## src/rtl/stim_channel_sequencer.sv

```systemverilog
// Steps through the enabled electrode channels in ascending order, holding each for a
// programmed on-time with an optional idle gap, and drives the channel code to Decoder8.
module stim_channel_sequencer #(
  parameter int CNT_W = 8
) (
  input  logic             i_clk,
  input  logic             i_rst_n,
  input  logic             i_start,
  input  logic             i_stop,
  input  logic [7:0]       i_ch_mask,
  input  logic [CNT_W-1:0] i_on_cycles,
  input  logic [CNT_W-1:0] i_gap_cycles,
  input  logic             i_continuous,
  output logic [3:0]       o_ch_code,
  output logic             o_busy,
  output logic             o_done
);

  typedef enum logic [1:0] {S_IDLE, S_ON, S_GAP} state_t;

  state_t           r_state, w_state_nxt;
  logic [2:0]       r_ptr, w_ptr_nxt;
  logic [CNT_W-1:0] r_cnt, w_cnt_nxt;
  logic [7:0]       r_mask;
  logic [CNT_W-1:0] r_on, r_gap;
  logic             r_cont;
  logic             w_latch, w_fin;
  logic [3:0]       r_code, w_code_nxt;
  logic             r_busy, w_busy_nxt;
  logic             r_done, w_done_nxt;
  logic [3:0]       w_first, w_above, w_wrap;

  // Returns {found, index} of the lowest set mask bit at or above 'from'.
  function automatic logic [3:0] f_find(input logic [7:0] mask, input logic [3:0] from);
    logic [3:0] res;
    res = 4'd0;
    for (int i = 7; i >= 0; i--) begin
      if (mask[i] && (4'(i) >= from)) res = {1'b1, 3'(i)};
    end
    return res;
  endfunction

  assign w_first = f_find(i_ch_mask, 4'd0);
  assign w_above = f_find(r_mask, {1'b0, r_ptr} + 4'd1);
  assign w_wrap  = f_find(r_mask, 4'd0);

  always_ff @(posedge i_clk or negedge i_rst_n) begin
    if (!i_rst_n) begin
      r_state <= S_IDLE;
      r_ptr   <= '0;
      r_cnt   <= '0;
    end else begin
      r_state <= w_state_nxt;
      r_ptr   <= w_ptr_nxt;
      r_cnt   <= w_cnt_nxt;
    end
  end

  always_comb begin
    w_state_nxt = r_state;
    w_ptr_nxt   = r_ptr;
    w_cnt_nxt   = r_cnt;
    w_latch     = 1'b0;
    w_fin       = 1'b0;
    case (r_state)
      S_IDLE: begin
        if (i_start && !i_stop) begin
          w_latch = 1'b1;
          if (i_ch_mask == 8'd0 || i_on_cycles == '0) begin
            w_fin = 1'b1;
          end else begin
            w_state_nxt = S_ON;
            w_ptr_nxt   = w_first[2:0];
            w_cnt_nxt   = i_on_cycles - CNT_W'(1);
          end
        end
      end
      S_ON: begin
        if (i_stop) begin
          w_state_nxt = S_IDLE;
        end else if (r_cnt != '0) begin
          w_cnt_nxt = r_cnt - CNT_W'(1);
        end else if (w_above[3] || r_cont) begin
          // The pointer advances at expiry; ch_code stays 0 through any gap.
          w_ptr_nxt = w_above[3] ? w_above[2:0] : w_wrap[2:0];
          if (r_gap != '0) begin
            w_state_nxt = S_GAP;
            w_cnt_nxt   = r_gap - CNT_W'(1);
          end else begin
            w_cnt_nxt = r_on - CNT_W'(1);
          end
        end else begin
          w_state_nxt = S_IDLE;
          w_fin       = 1'b1;
        end
      end
      S_GAP: begin
        if (i_stop) begin
          w_state_nxt = S_IDLE;
        end else if (r_cnt != '0) begin
          w_cnt_nxt = r_cnt - CNT_W'(1);
        end else begin
          w_state_nxt = S_ON;
          w_cnt_nxt   = r_on - CNT_W'(1);
        end
      end
      default: w_state_nxt = S_IDLE;
    endcase
  end

  always_comb begin
    w_code_nxt = (w_state_nxt == S_ON) ? ({1'b0, w_ptr_nxt} + 4'd1) : 4'd0;
    w_busy_nxt = (w_state_nxt != S_IDLE);
    w_done_nxt = w_fin;
  end

  always_ff @(posedge i_clk or negedge i_rst_n) begin
    if (!i_rst_n) begin
      r_mask <= '0;
      r_on   <= '0;
      r_gap  <= '0;
      r_cont <= 1'b0;
    end else if (w_latch) begin
      r_mask <= i_ch_mask;
      r_on   <= i_on_cycles;
      r_gap  <= i_gap_cycles;
      r_cont <= i_continuous;
    end
  end

  // Outputs are registered from next-state values so Decoder8 never sees glitches.
  always_ff @(posedge i_clk or negedge i_rst_n) begin
    if (!i_rst_n) begin
      r_code <= 4'd0;
      r_busy <= 1'b0;
      r_done <= 1'b0;
    end else begin
      r_code <= w_code_nxt;
      r_busy <= w_busy_nxt;
      r_done <= w_done_nxt;
    end
  end

  assign o_ch_code = r_code;
  assign o_busy    = r_busy;
  assign o_done    = r_done;

endmodule

```

## config.mk

```make
export PLATFORM = sky130hd
export DESIGN_NAME = stim_channel_sequencer
export DESIGN_NICKNAME = d
export VERILOG_FILES = /design/src/rtl/stim_channel_sequencer.sv
export SDC_FILE = /design/constraint.sdc
export NUM_CORES = 1
export LEC_CHECK = 0
export ABC_AREA = 0
export BUFFER_PORTS_ARGS = -buffer_cell sky130_fd_sc_hd__buf_4
export CAP_MARGIN = 30
export CELL_PAD_IN_SITES_DETAIL_PLACEMENT = 2
export CELL_PAD_IN_SITES_GLOBAL_PLACEMENT = 2
export CORE_UTILIZATION = 35
export DETAILED_ROUTE_END_ITERATION = 6
export PLACE_DENSITY = 0.88
export SYNTH_ARGS = -nofsm -noshare
export SYNTH_HDL_FRONTEND = slang
export SYNTH_SLANG_ARGS = --single-unit
```

## constraint.sdc

```tcl
create_clock -name i_clk -period 3.5 [get_ports i_clk]
set_clock_uncertainty 0.2 [all_clocks]
set_input_delay 0.35 -clock i_clk [delete_from_list [all_inputs] [get_ports i_clk]]
set_output_delay 0.35 -clock i_clk [all_outputs]
set_load 0.005 [all_outputs]
```

==> results of run 1 <==
==> how the worst min path moves through the flow <==
stage | end | slack (ps) | depth (start not counted)
2_1_floorplan | o_busy$_DFF_PN0_ | -150 | 0
3_3_place_gp | r_cnt[2]$_DFFE_PN0P_ | 190 | 1
3_5_place_dp | r_cnt[0]$_DFFE_PN0P_ | 200 | 1
5_1_grt | r_gap[3]$_DFFE_PN0P_ | 50 | 3
6_report | r_gap[2]$_DFFE_PN0P_ | 40 | 3
4_1_cts | r_gap[2]$_DFFE_PN0P_ | 30 | 3
==> cells by family after synthesis <==
group	count (synthesis)
buffers and inverters	40
adder cells (fa/ha/maj)	13
flip-flops	44
multiplexers	6
AND/OR/NAND/NOR	172
AO/OA/AOI/OAI	99
XOR/XNOR	22
==> synth_stat cells (all sizes together), types with 2 or more instances <==
cell / n
nand2: 81
dfrtp: 44
o21ai: 33
nor2: 25
inv: 23
a21oi: 18
xor2: 16
clkbuf: 15
ha: 13
nor3: 11
a31oi: 7
nand3: 7
nor4: 7
nor2b: 6
xnor2: 6
nand2b: 5
nand4: 5
o211ai: 5
o221ai: 5
or2: 5
a211oi: 4
o31ai: 4
a211o: 3
mux2: 3
mux2i: 3
o22ai: 3
o41ai: 3
or3: 3
or4: 3
a21boi: 2
a22oi: 2
and2: 2
and4: 2
buf: 2
nor3b: 2
nor4b: 2
or4b: 2
==> power groups by stage <==
stage	logic (W)	registers (W)	clock network [W]
final	0.00151	0.000998	0.000464
after global routing	0.00169	0.00104	0.000495
after CTS	0.00152	0.000998	0.000479
after detailed placement	0.00150	0.00101	0
after global placement	0.00140	0.000983	0
after floorplan	0.00109	0.000901	0
==> sequential cells by signal, summed over array words and instances, names as in the netlist <==
register and cells:
o_ch_code 4, o_busy 1, r_state 2, r_on 8, r_cont 1, r_gap 8
r_mask 8, o_done 1, r_ptr 3, r_cnt 8
==> metal layers <==
layer / vias up / GRT usage [%] / share of wire, %
met5: - / 0 / 0
met4: 0 / 6.085 / 1.4
met3: 12 / 2.384 / 1.8
met2: 38 / 44.10 / 54
met1: 1516 / 26.83 / 42
li1: 1459 / - / -
==> cells in the final DEF (no fill, tap or decap), drive strengths merged, types with 4 or more instances in the layout <==
| cell type | count |
|---|---|
| xnor2 | 6 |
| nand2 | 81 |
| nor2 | 25 |
| nor2b | 6 |
| o221ai | 5 |
| o211ai | 5 |
| a21oi | 18 |
| or2 | 5 |
| inv | 23 |
| nor3 | 11 |
| nor4 | 7 |
| o21ai | 33 |
| nand3 | 7 |
| nand4 | 5 |
| nand2b | 5 |
| o31ai | 4 |
| a31oi | 7 |
| dfrtp | 44 |
| buf | 41 |
| clkbuf | 5 |
| a211oi | 4 |
| xor2 | 16 |
| ha | 13 |
==> final cells by class <==
type | instances | area (um2) | share of cell area (%)
multi-input cells | 312 | 1896 | 51.72
flip-flops and latches | 44 | 1101 | 30.04
repair buffers | 42 | 317.8 | 8.672
well taps | 108 | 135.1 | 3.687
inverters | 23 | 86.33 | 2.356
clock buffers | 5 | 68.82 | 1.878
clock inverters | 2 | 60.06 | 1.639
==> tightest hold or removal path, stage by stage <==
cell and delay [ps]:
buf_4 80, nand2_1 40, nand2_1 50
==> through the flow <==
step | total power [W] | cells | util, % | area (um2)
floorplan | 0.001987 | 396 | - | 3149
global placement | 0.002383 | 528 | 40.43 | 3526
detailed placement | 0.002508 | 528 | 40.43 | 3526
CTS | 0.002999 | 536 | 42.02 | 3665
global route | 0.003221 | 536 | 42.02 | 3665
finish | 0.002968 | 536 | 42.02 | 3665
==> timing repair <==
action,CTS,global route
hold buffers,1,0
hold endpoints to repair,44,0
setup endpoints to repair,0,0
==> impl_metrics.toml, run 1 <==
[run_status]
status = "finished, final reports clean"

[floorplanning]
die_w_um = 96.86
io_pins = 35
initial_utilization_pct = 36.11
dieArea_um2 = 9381
die_h_um = 96.86
coreArea_um2 = 8721
rows = 34

[min_path]
hold_start = "i_gap_cycles[2]"
hold_class = "input port to register"

[detailed_routing]
drtIter0Drc = 66
viasPerCell = 5.644
wire_per_inst_um = 19.04
dr.pass1.iters = 4
ant_nets = 0
drc = 0
via_count = 3025
drt_wl_total_mm = 10.20

[setup_path]
path_delay_family = "simple AND/OR/NAND/NOR gates"
slowest_stage = "or3_1"
critPathMaxStageDelay_ps = 630
cp.depth = 8
start_kind = "register"
r2r_end = "o_ch_code[3]$_DFF_PN0_"
reg2regPathDepth = 8
worstPathCellList = "inv_1 -> ha_1 -> or4b_1 -> or3_1 -> or4_1 -> nand3_1 -> nand4_2 -> and4bb_1"
path_max_fanout = 15
cp.arrival_ps = 3300
end_kind = "register"
regToRegSetupSlack_ps = 250
crit_required_ps = 3540
r2r_start = "r_cnt[0]$_DFFE_PN0P_"
crit_path_end = "o_ch_code[3]$_DFF_PN0_"
path_class = "register to register"
worstSetupStartpoint = "r_cnt[0]$_DFFE_PN0P_"
path_buf_inv = 1

[timing]
fin_setup_tns_ps = 0
setup_violations = 0
finalCriticalPeriod_ps = 3255
hold_viol = 0
report.final.slew_viol_count = 0
max_slew_margin_pct = 51.37
setup_slack_ps = 245.0
fmax_mhz = 307.2
holdWs_ps = 35.44
worst_pin_slew_ps = 722.8
rsz0062_at_grt = "false"
layout_worst_path_cycle_share_pct = 93.00

[global_routing]
grt_antenna_before_repair = 0
grt_pass1_vias = 3428
grt_use_total_pct = 22.99
overflow = 0
grt_max_degree = 45
grt_pass1_wl_mm = 17.32

[placement]
place_ws_ps = 248.1
io_buffers = 34
dp_hpwl_mm = 7.833
place_congestion = 0.8288

[synthesis]
ys_top_cells_by_area = "dfrtp_1 35%, nand2_1 9.7%, ha_1 5.2%, xor2_1 4.4%, o21ai_0 4.0%"
synthMuxAreaShare_pct = 2.026
synth_compound_area_share_pct = 20.22
synth_adder_area_share_pct = 5.165
seq_area_frac_synth_pct = 34.96
ys_ff_latch = 44
synthesis.nets = 438
synth_xor_area_share_pct = 6.118
synth_edf_count = 0
netlist_area_um2 = 3149
netlist.top_cell.by_area = "dfrtp_1"
synth-simple-area-share_pct = 26.58
yosysTopAreaCellShare_pct = 34.96
avgSynthCellArea_um2 = 7.953
async_flop_share_pct = 100.0
yosys_warnings = 0
postSynthCellCount = 396
synth-main-ff-cell = "dfrtp_1"
ys_types = 60
synth_top_family_by_area = "simple AND/OR/NAND/NOR gates"

[clocking]
cts_resized = 0
cts_tree = "built"
numCtsBuffers = 5
cts.sinks = 44
htreeDepth = 2
cts_setup_buffers = 0
cts.path.max_buffers = 2
cts-root-buf = "clkbuf_8"
insertion_delay_ps = 300
cts.clk_slew.worst_paths_ps = 90

[power]
power_density_nw_per_um2 = 810.0
vdd_drop_max_mv = 0.2849
p_sw_w = 0.001368
p_int_w = 0.001600
comb_power_share_pct = 50.7
sw_frac_of_total_pct = 46.10
seq_power_share_pct = 33.6
p_leak_nw = 1.654
pwr-share-clk_pct = 15.6

[cells_and_area]
fillers = 1009
layout-drive-gt1-share_pct = 13.55
antenna_cells = 0
fin_nets = 470
area_growth_pct = 16.37

[run]
cap_violations = 0
Note: power is estimated with default switching activity, not from simulation.
==> run 2, diff against run 1 <==
==> constraint.sdc (replaced) <==
create_clock -name i_clk -period 3.65 [get_ports i_clk]
set_clock_uncertainty 0.2 [all_clocks]
set_input_delay 0.365 -clock i_clk [delete_from_list [all_inputs] [get_ports i_clk]]
set_output_delay 0.365 -clock i_clk [all_outputs]
set_load 0.005 [all_outputs]
==> run 2 against run 1 <==
Compared with the run above: register-to-register slack better by 190 ps; first-iteration DRC count up 53%; wire length up 0.35%; global-route usage down 0.39 points; via count up 1.2%; design area down 0.99%; flip-flop and latch count unchanged; critical path depth unchanged; hold slack better by 5.6 ps; die area unchanged; final cell count down 0.19%; count of clock-buffer cells in the layout up 1; largest cell class unchanged; highest routed layer unchanged.
==> impl_metrics.toml, run 2 (same netlist as run 1, synthesis figures left out) <==
[global_routing]
grt_pass1_wl_mm = 17.22
grt_use_total_pct = 22.60
grt_pass1_vias = 3459
overflow = 0
grt_max_degree = 45
grt_antenna_before_repair = 0

[placement]
dp.cells = 526
place_area_um2 = 3511
io_buffers = 34
place_congestion = 0.8513
dp_hpwl_mm = 7.804

[setup_path]
r2r_start = "r_cnt[0]$_DFFE_PN0P_"
path_class = "register to register"
r2r_end = "o_ch_code[3]$_DFF_PN0_"
crit_required_ps = 3650
start_kind = "register"
path_max_fanout = 15
slowest_stage = "or3_1"
worstPathCellList = "inv_1 -> ha_1 -> or4b_1 -> or3_1 -> o41ai_1 -> a31oi_2 -> nand4_2 -> and4bb_1"
reg2regPathDepth = 8
end_kind = "register"
critPathMaxStageDelay_ps = 620
regToRegSetupSlack_ps = 430
cp.arrival_ps = 3220

[detailed_routing]
highest_layer = "met4"
wl_met3_um = 255
ant_nets = 0
via_count = 3060
wire_per_inst_um = 19.14
drt-met1-wl_mm = 4.305
dr_wl_met2_mm = 5.406
viasPerCell = 5.720
drt_wl_total_mm = 10.24
dr.pass1.iters = 4
drc = 0
drtIter0Drc = 101

[timing]
finalCriticalPeriod_ps = 3219
max_slew_margin_pct = 45.77
fin_setup_tns_ps = 0
fmax_mhz = 310.7
hold_viol = 0
report.final.slew_viol_count = 0
holdWs_ps = 40.99
layout_worst_path_cycle_share_pct = 88.18
setup_violations = 0
worst_pin_slew_ps = 802.1
rsz0062_at_grt = "false"

[cells_and_area]
layout-drive-gt1-share_pct = 13.11
fillers = 1011
antenna_cells = 0
final_cell_mix = "81 x nand2_1, 44 x dfrtp_1, 39 x buf_4, 25 x o21ai_0, 24 x nor2_1"
final_area_um2 = 3628
area_growth_pct = 15.22
stdcell_count = 535
fin_nets = 468
mostFrequentLayoutCell = "nand2_1"

[floorplanning]
rows = 34
die_w_um = 96.86
io_pins = 35
initial_utilization_pct = 36.11
die_h_um = 96.86
coreArea_um2 = 8721
dieArea_um2 = 9381

[clocking]
cts.clk_slew.worst_paths_ps = 90
cts_tree = "built"
cts-root-buf = "clkbuf_8"
insertion_delay_ps = 310
hold_buffers = 1
cts.path.max_buffers = 2
cts_setup_buffers = 0
cts.sinks = 44
numCtsBuffers = 5
htreeDepth = 2
cts_resized = 0

[min_path]
hold_end = "r_gap[4]$_DFFE_PN0P_"
hold_start = "i_gap_cycles[4]"
holdPathStages = 3
hold_class = "input port to register"

[power]
p_leak_nw = 1.634
vdd_drop_max_mv = 0.2812
power_density_nw_per_um2 = 768.7

[run_status]
status = "finished, final reports clean"

[run]
cap_violations = 0
-- run 2: stage by stage --
stage	power, W	util [%]	worst slack, ps
finish	0.002789	41.61	431.3
global placement	0.002288	40.26	580.3
CTS	0.002809	41.61	405.1
detailed placement	0.002390	40.26	439.0
floorplan	0.001906	-	773.4
global route	0.003024	41.61	247.6
-- run 2: cell type report --
class                           count  area [um2]  area share (%)
Timing Repair Buffer               40       302.8           8.345
Clock inverter                      2       35.03          0.9655
Tap cell                          108       135.1           3.724
Sequential cell                    44        1101           30.34
Clock buffer                        6       72.57           2.000
Multi-Input combinational cell    312        1896           52.24
Inverter                           23       86.33           2.379
-- run 2: how the worst max path moves through the flow --
stage | from | end | slack (ps) | cells past startpoint
floorplan | r_cnt[0]$_DFFE_PN0P_ | o_ch_code[2]$_DFF_PN0_ | 770 | 11
global placement | r_cnt[0]$_DFFE_PN0P_ | o_ch_code[3]$_DFF_PN0_ | 580 | 8
detailed placement | i_on_cycles[0] | o_ch_code[2]$_DFF_PN0_ | 440 | 13
CTS | r_cnt[0]$_DFFE_PN0P_ | o_ch_code[3]$_DFF_PN0_ | 410 | 8
global route | r_cnt[0]$_DFFE_PN0P_ | o_ch_code[2]$_DFF_PN0_ | 250 | 11
finish | r_cnt[0]$_DFFE_PN0P_ | o_ch_code[3]$_DFF_PN0_ | 430 | 8
-- run 2: critical path: cells and delay by family, from the launching register on --
family          cells  cell delay (ps)
compound gates      2              650
flops               1              410
buf+inv             1               70
fa+ha+maj           1              220
simple gates        4             1560
-- run 2: per-layer routing --
metal | global-route usage, % | vias up
li1 | - | 1458
met1 | 25.97 | 1522
met2 | 42.25 | 58
met3 | 3.107 | 22
met4 | 8.152 | 0
met5 | 0 | -
-- run 2: report_power, final --
part,switching (W),internal [W],leakage (nW)
Clock,0.000181,0.000203,0.0552
Combinational,0.000863,0.000579,1.02
Sequential,0.000279,0.000685,0.557
